**config.mk**
```make
export PLATFORM = sky130hd
export DESIGN_NAME = usart_receiver
export DESIGN_NICKNAME = d
export VERILOG_FILES = /design/src/rtl/usart_pkg.sv /design/src/rtl/usart_rx_fifo.sv /design/src/rtl/usart_receiver.sv
export SDC_FILE = /design/constraint.sdc
export NUM_CORES = 1
export LEC_CHECK = 0
export CORE_MARGIN = 4
export CORE_UTILIZATION = 43
export DETAILED_ROUTE_END_ITERATION = 12
export PLACE_DENSITY = 0.67
export SYNTH_ARGS = -nofsm -noshare
export SYNTH_HDL_FRONTEND = slang
export SYNTH_SLANG_ARGS = --single-unit
```
**constraint.sdc**
```tcl
create_clock -name clk -period 2.4 [get_ports clk]
set_input_delay 0.48 -clock clk [delete_from_list [all_inputs] [get_ports clk]]
set_output_delay 0.48 -clock clk [all_outputs]
set_load 0.01 [all_outputs]
```
**src/rtl/usart_pkg.sv**
```systemverilog
// Shared definitions for the USART receiver: FSM state encoding, parity modes
// and the expected-parity helper.
package usart_pkg;

  typedef enum logic [2:0] {
    IDLE       = 3'd0,
    START      = 3'd1,
    DATA       = 3'd2,
    PARITY     = 3'd3,
    STOP       = 3'd4,
    BREAK_WAIT = 3'd5
  } rx_state_e;

  localparam int PARITY_NONE = 0;
  localparam int PARITY_EVEN = 1;
  localparam int PARITY_ODD  = 2;

  // Value the parity bit must carry for the given data (data zero-extended to 9 bits).
  function automatic logic parity_bit(input logic [8:0] data, input int mode);
    return (mode == PARITY_ODD) ? ~(^data) : ^data;
  endfunction

endpackage

```
**src/rtl/usart_rx_fifo.sv**
```systemverilog
// Receive word FIFO, DEPTH entries (power of two). Used by usart_receiver
// only when USART_RX_FIFO_EN is defined.
module usart_rx_fifo #(
  parameter int WIDTH = 8,
  parameter int DEPTH = 4
) (
  input  logic             clk,
  input  logic             reset,
  input  logic             wr_en,
  input  logic [WIDTH-1:0] wr_data,
  output logic             full,
  output logic             rd_valid,
  input  logic             rd_ready,
  output logic [WIDTH-1:0] rd_data
);

  localparam int AW = $clog2(DEPTH);

  logic [WIDTH-1:0] mem [DEPTH];
  logic [AW-1:0]    wr_ptr;
  logic [AW-1:0]    rd_ptr;
  logic [AW:0]      count;
  logic             push;
  logic             pop;

  assign full     = (count == (AW+1)'(DEPTH));
  assign rd_valid = (count != '0);
  assign rd_data  = mem[rd_ptr];
  assign push     = wr_en && !full;
  assign pop      = rd_valid && rd_ready;

  always_ff @(posedge clk) begin
    if (reset) begin
      wr_ptr <= '0;
      rd_ptr <= '0;
      count  <= '0;
    end else begin
      if (push) wr_ptr <= wr_ptr + AW'(1);
      if (pop)  rd_ptr <= rd_ptr + AW'(1);
      case ({push, pop})
        2'b10:   count <= count + (AW+1)'(1);
        2'b01:   count <= count - (AW+1)'(1);
        default: count <= count;
      endcase
    end
  end

  always_ff @(posedge clk) begin
    if (push) mem[wr_ptr] <= wr_data;
  end

endmodule

```
**src/rtl/usart_receiver.sv**
```systemverilog
// Oversampling USART receiver with parity/stop checking and a receive buffer.
// Define USART_RX_FIFO_EN for a FIFO_DEPTH-entry FIFO; otherwise one holding register.
//
// state      | meaning
// IDLE       | line idle, waiting for a synchronized falling edge
// START      | counting to the start-bit middle to reject glitches
// DATA       | sampling data bits LSB-first, one per bit period
// PARITY     | sampling and checking the parity bit
// STOP       | sampling stop bit(s); frame result decided at the last one
// BREAK_WAIT | break seen, waiting for the line to return high
module usart_receiver
  import usart_pkg::*;
#(
  parameter int CLKS_PER_BIT = 434,
  parameter int DATA_BITS    = 8,
  parameter int PARITY_MODE  = 0,
  parameter int STOP_BITS    = 1,
  parameter int FIFO_DEPTH   = 4
) (
  input  logic                 clk,
  input  logic                 reset,
  input  logic                 rx,
  output logic [DATA_BITS-1:0] rx_data,
  output logic                 rx_valid,
  input  logic                 rx_ready,
  output logic                 frame_err,
  output logic                 parity_err,
  output logic                 overrun,
  output logic                 busy
);

  localparam int             CW        = $clog2(CLKS_PER_BIT);
  localparam logic [CW-1:0]  FULL_LOAD = CW'(CLKS_PER_BIT - 1);
  localparam logic [CW-1:0]  HALF_LOAD = CW'(CLKS_PER_BIT / 2 - 1);
  localparam logic [3:0]     LAST_BIT  = 4'(DATA_BITS - 1);
  localparam logic           LAST_STOP = (STOP_BITS == 2);

  if (FIFO_DEPTH < 2 || FIFO_DEPTH > 64 || (FIFO_DEPTH & (FIFO_DEPTH - 1)) != 0) begin : g_bad_depth
    $error("FIFO_DEPTH must be a power of two in 2..64");
  end

  rx_state_e            state;
  logic                 rx_meta;
  logic                 rx_sync;
  logic                 rx_prev;
  logic [CW-1:0]        cnt;
  logic [3:0]           bit_idx;
  logic                 stop_idx;
  logic [DATA_BITS-1:0] shift;
  logic                 perr_flag;
  logic                 ferr_flag;
  logic                 wr_pending;
  logic                 wr_en;
  logic                 buf_full;
  logic                 buf_valid;
  logic [DATA_BITS-1:0] buf_data;
  logic                 stop_bad;

  assign busy     = (state != IDLE);
  assign stop_bad = ferr_flag || !rx_sync;

  always_ff @(posedge clk) begin
    if (reset) begin
      rx_meta    <= 1'b1;
      rx_sync    <= 1'b1;
      rx_prev    <= 1'b1;
      state      <= IDLE;
      cnt        <= '0;
      bit_idx    <= '0;
      stop_idx   <= 1'b0;
      shift      <= '0;
      perr_flag  <= 1'b0;
      ferr_flag  <= 1'b0;
      frame_err  <= 1'b0;
      parity_err <= 1'b0;
      wr_pending <= 1'b0;
    end else begin
      rx_meta    <= rx;
      rx_sync    <= rx_meta;
      rx_prev    <= rx_sync;
      frame_err  <= 1'b0;
      parity_err <= 1'b0;
      wr_pending <= 1'b0;
      if (state != IDLE && cnt != '0) cnt <= cnt - CW'(1);
      case (state)
        IDLE: begin
          if (rx_prev && !rx_sync) begin
            state <= START;
            cnt   <= HALF_LOAD;
          end
        end
        START: begin
          if (cnt == '0) begin
            if (rx_sync) begin
              state <= IDLE;
            end else begin
              state     <= DATA;
              cnt       <= FULL_LOAD;
              bit_idx   <= '0;
              perr_flag <= 1'b0;
              ferr_flag <= 1'b0;
            end
          end
        end
        DATA: begin
          if (cnt == '0) begin
            shift <= {rx_sync, shift[DATA_BITS-1:1]};
            cnt   <= FULL_LOAD;
            if (bit_idx == LAST_BIT) begin
              state    <= (PARITY_MODE != PARITY_NONE) ? PARITY : STOP;
              stop_idx <= 1'b0;
            end else begin
              bit_idx <= bit_idx + 4'd1;
            end
          end
        end
        PARITY: begin
          if (cnt == '0) begin
            perr_flag <= (rx_sync != parity_bit(9'(shift), PARITY_MODE));
            state     <= STOP;
            cnt       <= FULL_LOAD;
          end
        end
        STOP: begin
          if (cnt == '0) begin
            if (stop_idx == LAST_STOP) begin
              // Frame verdict; the buffer write or error pulses land on the next cycle.
              frame_err  <= stop_bad;
              parity_err <= perr_flag;
              wr_pending <= !stop_bad && !perr_flag;
              state      <= (!rx_sync && shift == '0) ? BREAK_WAIT : IDLE;
            end else begin
              ferr_flag <= stop_bad;
              stop_idx  <= 1'b1;
              cnt       <= FULL_LOAD;
            end
          end
        end
        BREAK_WAIT: begin
          if (rx_sync) state <= IDLE;
        end
        default: state <= IDLE;
      endcase
    end
  end

  assign wr_en   = wr_pending && !buf_full;
  assign overrun = wr_pending && buf_full;

`ifdef USART_RX_FIFO_EN
  usart_rx_fifo #(
    .WIDTH(DATA_BITS),
    .DEPTH(FIFO_DEPTH)
  ) u_fifo (
    .clk     (clk),
    .reset   (reset),
    .wr_en   (wr_en),
    .wr_data (shift),
    .full    (buf_full),
    .rd_valid(buf_valid),
    .rd_ready(rx_ready),
    .rd_data (buf_data)
  );
`else
  logic                 hold_valid;
  logic [DATA_BITS-1:0] hold_data;

  always_ff @(posedge clk) begin
    if (reset) begin
      hold_valid <= 1'b0;
      hold_data  <= '0;
    end else if (wr_en) begin
      hold_valid <= 1'b1;
      hold_data  <= shift;
    end else if (hold_valid && rx_ready) begin
      hold_valid <= 1'b0;
    end
  end

  assign buf_full  = hold_valid;
  assign buf_valid = hold_valid;
  assign buf_data  = hold_data;
`endif

  assign rx_valid = buf_valid;
  assign rx_data  = buf_valid ? buf_data : '0;

endmodule
```
==> flow_metrics.tcl <==
set metrics [dict create \
    dr.pass1.iters 4 \
    powerDensity_mw_per_mm2 925 \
    grt_pass1_vias 1587 \
    hold_viol 0 \
    hold_path_depth 1 \
    grt_pass1_wl_mm 7.14 \
    fin_util_pct 53.2 \
    path_buf_inv 2 \
    rsz0062_at_grt "false" \
    fin_tns_setup_ps 0 \
    slowest_stage "dfxtp_1" \
    synth_xor_area_share_pct 2.82 \
    synth_fa_ha_area_share_pct 3.68 \
    h-tree-depth 2 \
    fin_crit_sh_pct 91.0 \
    dp_hpwl_mm 2.81 \
    period_minus_slack_ps 2180 \
    syn_area_mm2 0.00204 \
    cp_top_family "buffers and inverters" \
    setup_violations 0 \
    fillers 433 \
    place_inst 299 \
    synth_edf_count 0 \
    syn-num-nets 246 \
    design.die.area_mm2 0.00592 \
    cp.depth 3 \
    slew_headroom_pct 53.4 \
    diodes 0 \
    totalWireLength_mm 4.05 \
    status "finished clean" \
    reg2reg_depth 6 \
    drcViolationCount 0 \
    cts_buffer_depth 2 \
    synthCells 236 \
    start_util_pct 45.6 \
    yosys_warnings 0 \
    num-nets-final 264 \
    cts_root_buf "clkbuf_8" \
    wl_per_cell_um 13.2 \
    hp-class "flip-flop to flip-flop" \
    cp_max_fo 14 \
    drive_above_1_share_pct 10.6 \
    hold_buffers 0 \
    maxCapViolCount 0 \
    rows 24 \
    synth.distinct_cells 47 \
    drt_iter0_drc 74 \
    numCtsBuffers 5 \
    cp.arrival_ps 1700 \
    fp.coreArea_mm2 0.00447 \
    die_h_um 76.9 \
    cts-resized-gates 0 \
    startpoint_type "flip-flop" \
    cts_tree "done" \
    synth_compound_area_share_pct 16.1 \
    ir_drop_mv 0.739 \
    grt_max_degree 18 \
    die_x_um 76.9 \
    ys_ff_latch 41 \
    end_kind "output pin" \
    max_clock_freq_mhz 458 \
    clock_skew_ps 9.09 \
    synthSimpleGateAreaFrac_pct 26.3 \
    syn2layout_area_growth_pct 16.6 \
    io_pins 17 \
    critical_path_class "flip-flop to output pin" \
    synth.area.mux_share_pct 5.39 \
    synth_top_family_by_area "simple AND/OR/NAND/NOR gates" \
    yosysTopAreaCell "dfxtp_1" \
    ys.flop_type "dfxtp_1" \
    grt_overflow 0 \
    slowest_delay_ps 600 \
    clk_pin_slew_ps 80 \
    via_per_inst 5.47 \
    ant_nets 0 \
    gp_congestion 0.819 \
    tightestPinTransition_ps 692 \
    critPathRequiredTime_ps 1920 \
    leakage_nw 0.847 \
    antenna_found_initial 0 \
    path_cells "nor3_1, inv_1, clkdlybuf4s50_1" \
    final_cells 306 \
    routed-via-count 1674 \
    synth.yosys.seq_area_share_pct 40.2 \
    syn_area_per_cell_um2 8.65 \
    synthArstFlopShare_pct 0 \
    cts.sink_count 41 \
    synth_top_area_share_pct 40.2 \
    drv_slew 0 \
    track_usage_pct 14.7 \
    portBuffers 16 \
    postCtsSetupBuffers 0 \
    ys_top_cells_by_area "dfxtp_1, mux2i_1, a21oi_1, nand2_1, ha_1" \
    worstSkewPairLatency_ps 300 \
]
-- cells in the final DEF (no fill, tap or decap), types with 4 or more instances in the layout --
| cell type | synthesis | layout |
|---|---|---|
| dfxtp_1 | 41 | 41 |
| nand2_1 | 23 | 23 |
| a21oi_1 | 20 | 20 |
| clkdlybuf4s50_1 | 0 | 16 |
| inv_1 | 15 | 15 |
| nor2_1 | 14 | 14 |
| mux2i_1 | 11 | 11 |
| and2_1 | 10 | 10 |
| buf_4 | 0 | 9 |
| or3_1 | 8 | 8 |
| o21ai_0 | 6 | 6 |
| ha_1 | 6 | 6 |
| clkbuf_8 | 0 | 5 |
| or2_2 | 4 | 4 |
| nand2b_1 | 4 | 4 |
| nor4_1 | 4 | 4 |
| o31a_1 | 4 | 4 |
| nand3_1 | 4 | 4 |
-- kinds of logic (layout without fill, tap and decap cells) --
family,count (synthesis),count (layout)
AND/OR/NAND/NOR,95,95
AO/OA/AOI/OAI,49,49
flip-flops,41,41
buffers and inverters,29,47
multiplexers,11,11
adder cells (fa/ha/maj),6,6
XOR/XNOR,5,5
-- cell type report --
| type | instances | area (um^2) | area share [%] |
|---|---|---|---|
| clock inverter | 2 | 35.0 | 1.47 |
| inverter | 15 | 56.3 | 2.36 |
| timing repair buffer | 25 | 228 | 9.56 |
| multi-input combinational | 166 | 1110 | 46.5 |
| tap | 52 | 65.1 | 2.73 |
| clock buffer | 5 | 68.8 | 2.89 |
| sequential | 41 | 821 | 34.5 |
-- routing by layer --
layer | routed length (um) | vias up | GRT usage, % | part of all wire, %
met5 | 0 | - | 0 | 0
met4 | 32 | 0 | 4.89 | 0.79
met3 | 129 | 2 | 4.92 | 3.2
met2 | 1850 | 17 | 23.3 | 46
met1 | 2040 | 788 | 18.7 | 50
li1 | - | 867 | - | -
-- sequential cells by signal, indices dropped and copies added, names as in the netlist --
name,cells
rx_meta,1
rx_valid,1
wr_pending,1
buf_data,8
cnt,9
rx_prev,1
bit_idx,4
frame_err,1
parity_err,1
perr_flag,1
ferr_flag,1
shift,8
rx_sync,1
state,3
-- cells in the mapped netlist (2+ instances only) --
cell,number
a21o_1,2
a21oi_1,20
a31oi_1,2
and2_1,10
buf_2,4
clkbuf_1,10
dfxtp_1,41
ha_1,6
inv_1,15
mux2i_1,11
nand2_1,23
nand2b_1,4
nand3_1,4
nand3b_1,3
nand4b_1,2
nor2_1,14
nor2b_1,3
nor3_1,3
nor4_1,4
nor4b_1,3
o21ai_0,6
o31a_1,4
o31ai_1,3
or2_2,4
or3_1,8
or3b_2,2
or4_1,3
xnor2_1,3
-- power breakdown --
| group | internal [mW] | switching [mW] | leakage, nW |
|---|---|---|---|
| Clock | 0.302 | 0.235 | 0.0540 |
| Combinational | 0.335 | 0.493 | 0.461 |
| Sequential | 0.747 | 0.0897 | 0.332 |
-- worst reg2reg max path: cells and delay by family, from the launching register on --
kind	cells	cell delay (ps)
buffers and inverters	1	70
adder cells (fa/ha/maj)	1	200
AND/OR/NAND/NOR	2	1020
flip-flops	1	320
AO/OA/AOI/OAI	1	280
multiplexers	1	200
-- worst paths after layout --
path             from        to  slack, ps
max          state[2]      busy        220
min           rx_meta   rx_sync        410
max reg2reg    cnt[0]  state[1]        260
min reg2reg   rx_meta   rx_sync        410
-- stage by stage --
step	hold WS [ps]	cell area, um^2	setup slack, ps	power, mW
3_5_place_dp	397	2280	276	1.66
2_1_floorplan	389	2040	408	1.46
4_1_cts	415	2380	221	2.21
5_1_grt	419	2380	117	2.33
3_3_place_gp	391	2280	296	1.65
6_report	414	2380	216	2.20
No activity file was read; power rests on OpenSTA's default activity.
